File: config.mk
export PLATFORM = sky130hd
export DESIGN_NAME = regfile_writeback
export DESIGN_NICKNAME = d
export VERILOG_FILES = /design/src/rtl/regfile_writeback.sv
export SDC_FILE = /design/constraint.sdc
export NUM_CORES = 1
export LEC_CHECK = 0
export ABC_AREA = 1
export CORE_MARGIN = 3
export CORE_UTILIZATION = 58
export CTS_BUF_LIST = sky130_fd_sc_hd__clkbuf_4 sky130_fd_sc_hd__clkbuf_8 sky130_fd_sc_hd__clkbuf_16
export CTS_CLUSTER_DIAMETER = 80
export DETAILED_ROUTE_END_ITERATION = 6
export GPL_TIMING_DRIVEN = 0
export PLACE_DENSITY = 0.85
export SLEW_MARGIN = 20
export SYNTH_ARGS = -nofsm -noshare
export SYNTH_HDL_FRONTEND = slang
export SYNTH_SLANG_ARGS = --single-unit
export TNS_END_PERCENT = 20
File: constraint.sdc
create_clock -name clk -period 6.5 [get_ports clk]
set_input_delay 0.65 -clock clk [delete_from_list [all_inputs] [get_ports clk]]
set_output_delay 0.65 -clock clk [all_outputs]
set_load 0.01 [all_outputs]
File: src/rtl/regfile_writeback.sv
// -----------------------------------------------------------------------------
// regfile_writeback
//
// Write-side producer for the 32-entry register file. Merges the single-cycle
// ALU result path and the variable-latency memory/load path onto the one
// register-file write port (AD3/WE3/WD3). The ALU path has priority; memory
// results wait in a small FIFO. A starvation counter raises alu_stall so a
// waiting memory result is forced out. An optional query port reports whether
// a write to a given register is still pending.
//
// Optional feature macro: WB_PENDING_QUERY_EN
//   defined   - qry_hit compares qry_addr against every valid FIFO entry and
//               the staged write.
//   undefined - no comparators, qry_hit tied to 0, qry_addr ignored.
//
// Ports:
//   clk, rst_n          clock (rising edge), async active-low reset
//   alu_valid/rd/data   ALU result for this cycle
//   mem_valid/rd/data   memory result offer; mem_ready = FIFO not full
//   alu_stall           registered; upstream must not assert alu_valid while high
//   AD3, WE3, WD3       registered register-file write port
//   qry_addr, qry_hit   pending-write hazard query (combinational)
// -----------------------------------------------------------------------------
module regfile_writeback #(
  parameter int ADDRESS_WIDTH = 5,
  parameter int DATA_WIDTH    = 32,
  parameter int DEPTH         = 4,
  parameter int STARVE_LIMIT  = 3
) (
  input  logic                     clk,
  input  logic                     rst_n,
  input  logic                     alu_valid,
  input  logic [ADDRESS_WIDTH-1:0] alu_rd,
  input  logic [DATA_WIDTH-1:0]    alu_data,
  input  logic                     mem_valid,
  output logic                     mem_ready,
  input  logic [ADDRESS_WIDTH-1:0] mem_rd,
  input  logic [DATA_WIDTH-1:0]    mem_data,
  output logic                     alu_stall,
  output logic [ADDRESS_WIDTH-1:0] AD3,
  output logic                     WE3,
  output logic [DATA_WIDTH-1:0]    WD3,
  input  logic [ADDRESS_WIDTH-1:0] qry_addr,
  output logic                     qry_hit
);

  localparam int IDX_W = $clog2(DEPTH);
  localparam int PTR_W = IDX_W + 1;
  localparam int CNT_W = $clog2(STARVE_LIMIT + 1);
  localparam logic [CNT_W-1:0] STARVE_MAX = CNT_W'(STARVE_LIMIT);

  logic [ADDRESS_WIDTH-1:0] fifo_rd   [DEPTH];
  logic [DATA_WIDTH-1:0]    fifo_data [DEPTH];

  // Pointers carry one wrap bit above the index so full and empty differ.
  logic [PTR_W-1:0] wr_ptr, rd_ptr, wr_ptr_next, rd_ptr_next;
  logic [IDX_W-1:0] wr_idx, rd_idx;
  logic [CNT_W-1:0] starve_cnt, starve_cnt_next;
  logic             empty, full, full_next;
  logic             push, pop, alu_take;

  assign wr_idx = wr_ptr[IDX_W-1:0];
  assign rd_idx = rd_ptr[IDX_W-1:0];
  assign empty  = (wr_ptr == rd_ptr);
  assign full   = (wr_ptr[IDX_W] != rd_ptr[IDX_W]) && (wr_idx == rd_idx);

  assign mem_ready = ~full;

  // A memory result aimed at x0 completes its handshake but is not stored.
  assign push = mem_valid && mem_ready && (mem_rd != '0);

  // An ALU result aimed at x0 is consumed without taking the write port, so
  // it never blocks a pop. While stalled, any ALU result is dropped.
  assign alu_take = ~alu_stall && alu_valid && (alu_rd != '0);
  assign pop      = ~alu_take && ~empty;

  assign wr_ptr_next = push ? wr_ptr + PTR_W'(1) : wr_ptr;
  assign rd_ptr_next = pop  ? rd_ptr + PTR_W'(1) : rd_ptr;
  assign full_next   = (wr_ptr_next[IDX_W] != rd_ptr_next[IDX_W]) &&
                       (wr_ptr_next[IDX_W-1:0] == rd_ptr_next[IDX_W-1:0]);

  // Counts cycles in which a queued memory result was passed over by the ALU.
  always_comb begin
    // NOTE: give every always_comb output a default first so no path leaves it
    // unassigned, which would otherwise infer a latch.
    starve_cnt_next = starve_cnt;
    if (empty || pop) begin
      starve_cnt_next = '0;
    end else if (starve_cnt != STARVE_MAX) begin
      starve_cnt_next = starve_cnt + CNT_W'(1);
    end
  end

  // Control state. alu_stall is registered from the next-state values, so it
  // is high exactly while the FIFO is full or its head has starved.
  always_ff @(posedge clk or negedge rst_n) begin
    // NOTE: sequential state uses non-blocking assignments so every register
    // samples pre-edge values regardless of statement order.
    if (!rst_n) begin
      wr_ptr     <= '0;
      rd_ptr     <= '0;
      starve_cnt <= '0;
      alu_stall  <= 1'b0;
    end else begin
      wr_ptr     <= wr_ptr_next;
      rd_ptr     <= rd_ptr_next;
      starve_cnt <= starve_cnt_next;
      alu_stall  <= full_next || (starve_cnt_next == STARVE_MAX);
    end
  end

  // NOTE: FIFO storage is deliberately not reset; entry validity comes only
  // from the pointers, and leaving the array reset-free lets it map to RAM.
  always_ff @(posedge clk) begin
    if (push) begin
      fifo_rd[wr_idx]   <= mem_rd;
      fifo_data[wr_idx] <= mem_data;
    end
  end

  // Write stage: ALU first, otherwise the FIFO head. AD3/WD3 hold when idle.
  always_ff @(posedge clk or negedge rst_n) begin
    if (!rst_n) begin
      WE3 <= 1'b0;
      AD3 <= '0;
      WD3 <= '0;
    end else if (alu_take) begin
      WE3 <= 1'b1;
      AD3 <= alu_rd;
      WD3 <= alu_data;
    end else if (pop) begin
      WE3 <= 1'b1;
      AD3 <= fifo_rd[rd_idx];
      WD3 <= fifo_data[rd_idx];
    end else begin
      WE3 <= 1'b0;
    end
  end

`ifdef WB_PENDING_QUERY_EN
  logic [PTR_W-1:0] occupancy;
  assign occupancy = wr_ptr - rd_ptr;

  always_comb begin
    qry_hit = WE3 && (AD3 == qry_addr);
    for (int i = 0; i < DEPTH; i++) begin
      if ((PTR_W'(i) < occupancy) &&
          (fifo_rd[rd_idx + IDX_W'(i)] == qry_addr)) begin
        qry_hit = 1'b1;
      end
    end
    // x0 is never written, so it can never be pending.
    if (qry_addr == '0) begin
      qry_hit = 1'b0;
    end
  end
`else
  logic unused_qry;
  assign unused_qry = ^qry_addr;
  assign qry_hit    = 1'b0;
`endif

  // Upstream must hold off ALU results while stalled; such a result is lost.
  alu_valid_during_stall : assert property (
    @(posedge clk) disable iff (!rst_n) !(alu_valid && alu_stall)
  ) else $error("regfile_writeback: alu_valid asserted while alu_stall is high");

endmodule

== Yosys cells after proc, flatten, opt, wreduce, memory -nomap -nowiden ==
Memory sizes are Yosys's and may differ from the RTL's.
Index checks and enable logic that the tools add are counted.

* $add $sub $neg: 3
* Equality and inequality tests: 7
* Muxes and demuxes: 12
* Bitwise gates (word level): 4
* Reduce and logical (&&, ||, !) cells: 12

{| class="wikitable"
|+ Operators by type and width
! kind !! count
|-
| $mux 32 || 2
|-
| $mux 5 || 2
|-
| $reduce_bool 5->1 || 2
|-
| $logic_and 1x1->1 || 7
|-
| $add 3x1->3 const B || 2
|-
| $mux 3 || 2
|-
| $eq 2x2->1 || 2
|-
| $mux 1 || 4
|-
| $mux 2 || 2
|-
| $not 1->1 || 4
|-
| $eq 3x3->1 || 1
|-
| $add 2x1->2 const B || 1
|-
| $eq 2x2->1 const B || 1
|-
| $logic_or 1x1->1 || 2
|-
| $ne 1x1->1 || 2
|-
| $ne 2x2->1 const B || 1
|-
| $reduce_bool 2->1 || 1
|}

* Register bits: 47
* Memory bits (writable): 148
* Input port bits: 83
* Word-level logic and storage cells: 47
* Memories: 2

{| class="wikitable"
|+ Memory list
! memory !! depth !! bits a word !! read ports !! clocked after memory_dff !! write ports !! line !! text
|-
| fifo_data || 4 || 32 || 1 || 0 || 1 || 53 || <nowiki>logic [DATA_WIDTH-1:0] fifo_data [DEPTH];</nowiki>
|-
| fifo_rd || 4 || 5 || 1 || 0 || 1 || 52 || <nowiki>logic [ADDRESS_WIDTH-1:0] fifo_rd [DEPTH];</nowiki>
|}

== Logic depth before layout (Yosys ltp) ==
Gate-level depths: netlist of run 1.

* Word-level depth: 9
* Depth in mapped cells: 12
* Depth with buffers taken out: 12

== Least setup slack after synthesis of run 1 ==
OpenSTA, ideal clock, no wires.

* Path kind: input-to-reg
* Start: input port mem_rd[3]
* End: memory fifo_data[0][0] (enable)
* Library setup time: 0.431 ns
* Arrival time: 2.605 ns
* Required time: 6.069 ns
* Slack: 3.464 ns
* Stages on the path: 6
* Buffers on the path: 0
* Cell sequence: nor2_1 nand3_1 nand2_1 inv_1 nand2_4 nor2_1

* Longest elaborated chain between the ends: 4

{| class="wikitable"
|+ Ends and longest elaborated chain
! element !! line !! text
|-
| start, declared || 37 || <nowiki>input logic [ADDRESS_WIDTH-1:0] mem_rd,</nowiki>
|-
| $reduce_bool 5->1 || 70 || <nowiki>assign push = mem_valid && mem_ready && (mem_rd != '0);</nowiki>
|-
| $logic_and 1x1->1 || 70 ||
|-
| $mux 1 || 115 || <nowiki>if (push) begin</nowiki>
|-
| $mux 1 (not written as such) || 117 || <nowiki>fifo_data[wr_idx] <= mem_data;</nowiki>
|-
| end, declared || 53 ||
|}

No other way between the ends.

== Final worst setup path of run 1 ==
* Start: register rd_ptr[0]
* End: output port mem_ready

* Longest elaborated chain between the ends: 3

{| class="wikitable"
|+ Ends and longest elaborated chain
! element !! line !! text
|-
| start, declared || 56 || <nowiki>logic [PTR_W-1:0] wr_ptr, rd_ptr, wr_ptr_next, rd_ptr_next;</nowiki>
|-
| start signal, assigned || 106 || <nowiki>rd_ptr <= rd_ptr_next;</nowiki>
|-
| $eq 2x2->1 || 65 || <nowiki>assign full = (wr_ptr[IDX_W] != rd_ptr[IDX_W]) && (wr_idx == rd_idx);</nowiki>
|-
| $logic_and 1x1->1 || 65 ||
|-
| $not 1->1 || 67 || <nowiki>assign mem_ready = ~full;</nowiki>
|-
| end, declared || 36 || <nowiki>output logic mem_ready,</nowiki>
|}

No other way between the ends.

==> metrics.md, run 1 <==
| Metric | Value |
|---|---|
| Final setup TNS | 0 ns |
| Filler Cell Count | 726 |
| Die Area | 0.0149 sq mm |
| Final core area utilization | 0.770 |
| Count of cell types in the netlist | 23 |
| Placed Cells | 963 |
| Worst slew pin tran | 0.690 ns |
| CP delay by family, top | buffers and inverters |
| Most frequent cells in the layout | nand2_1 (152), edfxtp_1 (148), clkdlybuf4s50_1 (116) |
| Final worst path period share | 0.396 |
| Crit Path Max Fanout | 7 |
| Highest Clock Rate | 389 MHz |
| Critical path required time | 5.85 ns |
| PD cells | 460 mW/mm^2 |
| CTS tree | done |
| Worst reg2reg path startpoint | rd_ptr[0]$_DFF_PN0_ |
| Total grt overflow | 0 |
| Layout cells sized above 1 | 0.0911 |
| Max Cap Viol | 0 |
| Syn Nets | 758 |
| Max_slew headroom | 0.540 |
| Unrepaired setup endpoints after global routing | false |
| FF-to-FF setup slack | 4.33 ns |
| Final net count | 898 |
| Sinks on Clock Net | 195 |
| Yosys Warn Count | 0 |
| Flop pwr share | 0.402 |
| Via-to-Cell Ratio | 5.85 |
| WP data arrival | 1.92 ns |
| DR vias | 5,819 |
| Synthesized area per cell | 11.7 sq um |
| Synth Cell Area | 0.00782 sq mm |
| WHS | 0.267 ns |
| Final Non-Filler Cells | 995 |
| Setup violators final | 0 |
| IO Pins | 124 |
| Multi-input logic area | 0.00197 sq mm |
| Total Power | 4.55 mW |
| Initial antenna violation count | 0 |
| Peak supply drop | 0.249 mV |
| R2R depth | 7 |
| Worst skew pair latency | 0.43 ns |
| Worst-path clk slew | 0.07 ns |
| Worst Setup Start Kind | flip-flop |
| Layout area overhead | 26.7% |
| Crit. path cell count | 5 |
| Register area share after synthesis | 0.718 |
| H-tree levels | 4 |
| Hold buffer count at cts | 0 |
| Largest net degree at the start of global routing | 48 |
| Die Height | 122 microns |
| Die Width | 122 microns |
| Routability cong. | 0.925 |
| Status | finished, final reports clean |
| Crit. End Element | output port |
| Cell Rows | 41 |
| Initial Utilization | 0.608 |
| Clock power frac | 0.228 |
| P_sw | 1.62 mW |
| Combinational Power Share | 0.370 |
| Seq. cell area | 0.00562 sq mm |
| Final hold violation count | 0 |
| Synthesized instance count | 670 |
| Synthesized flop and latch total | 195 |
| Worst path bufs/invs | 2 |
| Detailed placement HPWL | 12,600 microns |
| DRT iter0 DRCs | 546 |
| Clock Skew | 0.00786 ns |
| Core ar. | 0.0129 sq mm |
| Clk buf depth | 2 |
| Period minus WS final | 2.57 ns |
| RR Endpoint | fifo_data[3][5]$_DFFE_PP_ |
| CTS resizes | 0 |
| Leak pwr | 3.76 nW |
| Root buf cell | clkbuf_16 |
| Switching part of the total | 0.355 |
| First-pass GRT wire length | 30,100 microns |
| Final Max Slew Viols | 0 |
| Critical Path Slowest Stage Cell | clkdlybuf4s50_1 |
| DR DRC count | 0 |
| CP peak stage delay | 0.57 ns |
| Number of diodes | 0 |
| Post-detailed-routing wire length | 19,700 microns |
| Number of CTS-inserted buffers | 17 |
| HP Class | in -> async |
| Vias in the first global route | 6,010 |
| Post-route ant nets | 0 |
| WL/cell | 19.8 microns |
| Worst setup path class | reg -> out |
| IO Port Bufs | 117 |
| Post-CTS Setup Repair Bufs | 0 |
| P_int | 2.94 mW |
| Crit-path cells | inv_2 > nand2_1 > nand2_2 > nand3_4 > clkdlybuf4s50_1 |
| Drt pass-1 iters | 5 |
| Total global-route track usage | 0.272 |
| Most common cell after layout, fill and taps aside | nand2_1 |
layout make-up:
type / instances / share of cell area
clock inverter: 12 / 0.0140
inverter: 21 / 0.00821
buffer: 35 / 0.0182
sequential: 195 / 0.567
timing repair buffer: 121 / 0.127
multi-input combinational: 419 / 0.199
clock buffer: 20 / 0.0452
tap: 172 / 0.0217
logic make-up (layout without fill, tap and decap cells):
kind of cell / count (synthesis) / in the layout / synth area share
AO/OA/AOI/OAI: 118 / 118 / 0.0811
XOR/XNOR: 2 / 2 / 0.00224
adder cells (fa/ha/maj): 5 / 5 / 0.00800
buffers and inverters: 56 / 209 / 0.0334
flip-flops: 195 / 195 / 0.718
other: 1 / 1 / 0.000479
AND/OR/NAND/NOR: 293 / 293 / 0.156
Yosys cell counts:
| cell type | number | area, sq um |
|---|---|---|
| inv_4 | 1 | 6.26 |
| clkbuf_1 | 13 | 48.8 |
| nand2_2 | 3 | 18.8 |
| o22ai_1 | 35 | 219 |
| a21oi_1 | 7 | 35.0 |
| buf_6 | 3 | 33.8 |
| o21ai_0 | 76 | 380 |
| clkinv_1 | 1 | 3.75 |
| nand2_1 | 152 | 571 |
| buf_2 | 18 | 90.1 |
| buf_4 | 1 | 7.51 |
| dfrtp_1 | 47 | 1180 |
| ha_1 | 5 | 62.6 |
| inv_2 | 4 | 15.0 |
| nand3_4 | 2 | 35.0 |
| edfxtp_1 | 148 | 4440 |
| nand2_4 | 3 | 33.8 |
| nand3_1 | 46 | 230 |
| inv_1 | 15 | 56.3 |
| conb_1 | 1 | 3.75 |
| nand3b_1 | 2 | 15.0 |
| xor2_1 | 2 | 17.5 |
| nor2_1 | 85 | 319 |
flip-flops by register name, summed over array words and instances, names as in the netlist:
| signal | count |
|---|---|
| wr_ptr | 3 |
| starve_cnt | 2 |
| alu_stall | 1 |
| WE3 | 1 |
| fifo_data | 128 |
| WD3 | 32 |
| AD3 | 5 |
| rd_ptr | 3 |
| fifo_rd | 20 |
per-stage QoR:
stage | worst slack, ns | instance area, sq um
6_report | 3.93 | 9910
5_1_grt | 3.82 | 9910
4_1_cts | 3.91 | 9910
3_5_place_dp | 3.55 | 9320
3_3_place_gp | 1.58 | 9210
2_1_floorplan | 3.46 | 7820
metal layers:
metal  GRT usage  share of wire
met5           0              0
met4       0.138          0.031
met2       0.453           0.51
met1       0.340           0.38
met3      0.0562          0.087
worst max path at each step:
stage                        startpoint                    endpoint  slack (ns)
floorplan                     mem_rd[3]   fifo_data[0][0]$_DFFE_PP_        3.46
global placement              mem_rd[3]  fifo_data[3][12]$_DFFE_PP_        1.58
detailed placement            mem_rd[3]  fifo_data[3][12]$_DFFE_PP_        3.55
finish              rd_ptr[0]$_DFF_PN0_                   mem_ready        3.93
CTS                 rd_ptr[0]$_DFF_PN0_                   mem_ready        3.91
global route        wr_ptr[0]$_DFF_PN0_                   mem_ready        3.82
power by group through the flow:
stage | logic (mW) | clock network [mW] | registers (mW)
global route | 1.83 | 1.10 | 1.85
floorplan | 0.873 | 0 | 1.89
finish | 1.69 | 1.04 | 1.83
detailed placement | 1.64 | 0 | 1.84
CTS | 1.68 | 1.04 | 1.83
global placement | 1.53 | 0 | 1.85
Note: power is estimated with default switching activity, not from simulation.
==> run 2, diff against run 1 <==
- CORE_UTILIZATION: 58 -> 53
- PLACE_DENSITY: 0.85 -> 0.79
- clock period: 6.5 -> 2.5 ns (I/O delays scaled with it)
==> run 2 against run 1 <==
Design area rose by 1.5%. Clock power grew to 2.7 times the previous value. Cell count increased by 1.3%. Largest power group unchanged. Total power rose to 2.6 times the previous value. Sequential cell count did not move. Clock skew is 0.0018 ns higher. Sequential share of layout area is 0.81 points lower. Via count is 1.4% lower.
==> metrics.md, run 2 (synthesis gave the netlist of run 1 again) <==
| Metric | Value |
|---|---|
| Status | finished, final reports clean |
| DRT iter0 DRCs | 579 |
| Number of diodes | 0 |
| Routability cong. | 0.781 |
| Die Area | 0.0163 sq mm |
| Crit. End Element | output port |
| Biggest regs | fifo_data x128, WD3 x32, fifo_rd x20 |
| Initial Utilization | 0.553 |
| Layout area overhead | 28.5% |
| Leak pwr | 3.82 nW |
| Sinks on Clock Net | 195 |
| Critical Path Slowest Stage Cell | clkdlybuf4s50_1 |
| DR DRC count | 0 |
| Worst path bufs/invs | 2 |
| Die Width | 127 microns |
| DR vias | 5,737 |
| Root buf cell | clkbuf_16 |
| Largest net degree at the start of global routing | 48 |
| WP data arrival | 1.94 ns |
| Total grt overflow | 0 |
| Detailed placement HPWL | 12,800 microns |
| CTS resizes | 0 |
| Number of CTS-inserted buffers | 17 |
| Initial antenna violation count | 1 |
| CP peak stage delay | 0.55 ns |
| Worst Setup Start Kind | flip-flop |
| FF-to-FF setup slack | 0.31 ns |
| Post-CTS Setup Repair Bufs | 0 |
| Crit-path cells | inv_1 > nand2_1 > nand2_2 > nand3_4 > clkdlybuf4s50_1 |
| Most common cell after layout, fill and taps aside | nand2_1 |
| CP delay by family, top | buffers and inverters |
| Highest Clock Rate | 456 MHz |
| Final worst path period share | 0.877 |
| Max reg flops | 128 |
| Drt pass-1 iters | 5 |
| Final hold violation count | 0 |
| Layout cells sized above 1 | 0.0942 |
| Worst skew pair latency | 0.44 ns |
| PD cells | 1190 mW/mm^2 |
| Post-detailed-routing wire length | 19,800 microns |
| Worst slew pin tran | 0.677 ns |
| Most frequent cells in the layout | nand2_1 (152), edfxtp_1 (148), clkdlybuf4s50_1 (116) |
| Max Cap Viol | 0 |
| Final setup TNS | 0 ns |
| Setup violators final | 0 |
| Final net count | 903 |
| Worst setup path class | reg -> out |
| Hold buffer count at cts | 1 |
| Post-route ant nets | 0 |
| HP Class | in -> reg |
| First-pass GRT wire length | 30,800 microns |
| Period minus WS final | 2.19 ns |
| Final core area utilization | 0.711 |
| Total global-route track usage | 0.251 |
| CTS tree | done |
| Peak supply drop | 0.620 mV |
| Clock Skew | 0.00969 ns |
| Die Height | 127 microns |
| H-tree levels | 4 |
| Final Max Slew Viols | 0 |
| Vias in the first global route | 5,946 |
| Crit Path Max Fanout | 7 |
| Cell Rows | 43 |
| Critical path required time | 2.25 ns |
| Max_slew headroom | 0.549 |
| Unrepaired setup endpoints after global routing | false |
| Worst-path clk slew | 0.07 ns |
| IO Pins | 124 |
| Core ar. | 0.0141 sq mm |
| WL/cell | 19.6 microns |
| Clk buf depth | 2 |
| Reg with most FFs | fifo_data |
| IO Port Bufs | 117 |
| Via-to-Cell Ratio | 5.69 |
run 2: cell count changes in the layout (fill, tap and decap cells not counted), sizes merged:
cell	previous run	this run
inv	20	21
clkinv	8	5
buf	27	31
dlygate4sd3	0	1
clkbuf	33	35
run 2: routing by layer:
| metal | global-route usage | routed length (microns) | vias to the layer above |
|---|---|---|---|
| li1 | - | - | 2625 |
| met1 | 0.327 | 7820 | 2757 |
| met2 | 0.416 | 9820 | 311 |
| met3 | 0.0497 | 1720 | 42 |
| met4 | 0.103 | 427 | 2 |
| met5 | 0 | 13 | - |
run 2: worst register-to-register path: cells and delay by family (launching register included):
| family | cells | cell delay, ns |
|---|---|---|
| buffers and inverters | 3 | 0.54 |
| and+or+nand+nor | 5 | 0.88 |
| DFF | 1 | 0.47 |
run 2: final timing paths:
path / from / end / cells after the start
min in group asynchronous: rst_n / WD3[0]$_DFFE_PN0P_ / 2
worst max register to register: wr_ptr[0]$_DFF_PN0_ / fifo_data[0][20]$_DFFE_PP_ / 8
worst min register to register: starve_cnt[0]$_DFF_PN0_ / starve_cnt[0]$_DFF_PN0_ / 1
worst min-delay path: alu_data[3] / WD3[3]$_DFFE_PN0P_ / 3
worst max-delay path: wr_ptr[0]$_DFF_PN0_ / mem_ready / 5
max in group asynchronous: rst_n / WD3[21]$_DFFE_PN0P_ / 2
run 2: power by group:
part / switching [mW] / total (mW) / internal, mW
Sequential: 0.363 / 4.76 / 4.39
Combinational: 2.72 / 4.48 / 1.76
Clock: 1.14 / 2.78 / 1.64
Total: 4.23 / 12.0 / 7.78
run 2: layout make-up:
type,instances,area [sq um]
tap,180,225
buffer,35,180
sequential,195,5620
inverter,21,81.3
clock inverter,10,131
clock buffer,22,469
multi-input combinational,419,1970
fill,952,4100
timing repair buffer,126,1380
run 2: metrics by stage:
step	cells	cell area (sq um)	hold slack, ns	setup slack (ns)	power, mW
6_report	1008	10100	0.380	0.307	12.0
5_1_grt	1008	10100	0.386	0.169	12.7
4_1_cts	1008	10100	0.370	0.301	12.0
3_5_place_dp	975	9440	0.334	-0.0382	9.22
3_3_place_gp	967	9220	0.432	-2.07	8.84
2_1_floorplan	670	7820	-0.0456	-0.402	7.18
==> run 3, diff against run 2 <==
- GPL_TIMING_DRIVEN: 0 -> not set
==> run 3 against run 2 <==
Via count fell by 5.7%. Core utilization fell by 1.4 points. Register-to-register slack improved by 0.10 ns. Clock-buffer cell count rose by 1. Die area did not move. Critical endpoint unchanged.
==> metrics.md, run 3 (synthesis gave the netlist of run 1 again) <==
| Metric | Value |
|---|---|
| Final net count | 878 |
| Die Area | 0.0163 sq mm |
| Root buf cell | clkbuf_16 |
| Crit. End Element | output port |
| Post-route ant nets | 0 |
| Reg with most FFs | fifo_data |
| R2R depth | 8 |
| CP startpoint | rd_ptr[1]$_DFF_PN0_ |
| H-tree levels | 4 |
| Fin worst setup slack | 0.250 ns |
| WP data arrival | 2.00 ns |
| HP Class | in -> reg |
| Leak pwr | 3.72 nW |
| Largest net degree at the start of global routing | 77 |
| Number of CTS-inserted buffers | 17 |
| Final hold violation count | 0 |
| Placed Cells | 950 |
| Core ar. | 0.0141 sq mm |
| Worst setup path class | reg -> out |
| Multi-input logic area | 0.00197 sq mm |
| Layout cells sized above 1 | 0.0859 |
| IO Pins | 124 |
| RR Endpoint | WD3[19]$_DFFE_PN0P_ |
| Status | finished, final reports clean |
| Vias in the first global route | 5,729 |
| Die Height | 127 microns |
| Clock Skew | 0.00684 ns |
| Detailed placement HPWL | 11,200 microns |
| Die Width | 127 microns |
| Sinks on Clock Net | 195 |
| FF-to-FF setup slack | 0.41 ns |
| Max Cap Viol | 0 |
| Setup violators final | 0 |
| Filler Cell Count | 960 |
| Final Non-Filler Cells | 983 |
| Worst reg2reg path startpoint | rd_ptr[1]$_DFF_PN0_ |
| Highest Clock Rate | 444 MHz |
| Drt pass-1 iters | 4 |
| Biggest regs | fifo_data x128, WD3 x32, fifo_rd x20 |
| Routability cong. | 0.841 |
| Post-place setup slack | 0.182 ns |
| Unrepaired setup endpoints after global routing | false |
| Initial antenna violation count | 0 |
| Via-to-Cell Ratio | 5.50 |
| Crit Path Max Fanout | 12 |
| Max_slew headroom | 0.495 |
| Worst skew pair latency | 0.42 ns |
| Final setup TNS | 0 ns |
| Critical path required time | 2.25 ns |
| Total grt overflow | 0 |
| DRT iter0 DRCs | 479 |
| Period minus WS final | 2.25 ns |
| DR vias | 5,411 |
| Number of diodes | 0 |
| Worst Setup Start Kind | flip-flop |
| Initial Utilization | 0.553 |
| Layout area overhead | 26.1% |
| WHS | 0.389 ns |
| Max reg flops | 128 |
| Final worst path period share | 0.900 |
| Post-detailed-routing wire length | 17,700 microns |
| IO Port Bufs | 117 |
| PD cells | 1170 mW/mm^2 |
| DR DRC count | 0 |
| Final Max Slew Viols | 0 |
| First-pass GRT wire length | 28,600 microns |
| CTS tree | done |
| Cell Rows | 43 |
| WL/cell | 18.0 microns |
| Most frequent cells in the layout | nand2_1 (152), edfxtp_1 (148), clkdlybuf4s50_1 (116) |
| Seq. cell area | 0.00562 sq mm |
| Total Power | 11.5 mW |
| Total global-route track usage | 0.228 |
| Critical path endpoint | mem_ready |
| Worst slew pin tran | 0.758 ns |
| Clk buf depth | 2 |
| Worst-path clk slew | 0.07 ns |
| Most common cell after layout, fill and taps aside | nand2_1 |
| Peak supply drop | 0.781 mV |
| CTS resizes | 0 |
==> run 3: cell types whose count changed in the layout (fill, tap and decap cells not counted), sizes merged <==
cell	before	now
inv	21	20
bufinv	3	2
buf	31	19
clkbuf	35	23
clkinvlp	2	3
==> run 3: repair_timing <==
action                    in CTS  in global routing
hold buffers                   1                  0
buffers inserted               0                  0
hold endpoints to repair      24                  0
==> run 3: worst min path at each step <==
stage / from / to / slack, ns / depth (start not counted)
4_1_cts: alu_data[4] / WD3[4]$_DFFE_PN0P_ / 0.37 / 3
5_1_grt: alu_data[4] / WD3[4]$_DFFE_PN0P_ / 0.39 / 3
2_1_floorplan: rst_n / AD3[0]$_DFFE_PN0P_ / -0.05 / 0
3_5_place_dp: rst_n / rd_ptr[1]$_DFF_PN0_ / 0.33 / 1
6_report: alu_data[4] / WD3[4]$_DFFE_PN0P_ / 0.39 / 3
3_3_place_gp: rst_n / WD3[23]$_DFFE_PN0P_ / 0.30 / 1
==> run 3: layout make-up <==
cell class / instances / area share
Clock inverter: 9 / 0.0108
Timing Repair Buffer: 136 / 0.139
Clock buffer: 23 / 0.0490
Sequential cell: 195 / 0.570
Tap cell: 180 / 0.0228
Multi-Input combinational cell: 419 / 0.200
Inverter: 21 / 0.00825
==> run 3: power by group <==
| group | total, mW | switching, mW | internal, mW | leakage [nW] |
|---|---|---|---|---|
| sequential | 4.75 | 0.354 | 4.39 | 1.92 |
| combinational | 4.10 | 2.50 | 1.60 | 1.51 |
| clock | 2.67 | 1.11 | 1.57 | 0.287 |
| total | 11.5 | 3.96 | 7.56 | 3.72 |
==> run 3: per-stage QoR <==
stage | utilization | instance area [sq um]
6_report | 0.697 | 9860
5_1_grt | 0.697 | 9860
4_1_cts | 0.697 | 9860
3_5_place_dp | 0.655 | 9260
3_3_place_gp | 0.655 | 9260
2_1_floorplan | - | 7820
==> run 3: critical path, stage by stage (launching register included) <==
cell and delay [ns]:
dfrtp_1 0.40, buf_4 0.20, nand2_1 0.07, nand2_1 0.14, nand3_4 0.15, clkdlybuf4s50_1 0.60
==> run 3: metal layers <==
metal	routed length (microns)	up-vias	track usage
met2	8920	174	0.383
li1	-	2576	-
met5	0	-	0
met3	1100	21	0.0594
met4	249	0	0.0751
met1	7470	2640	0.291
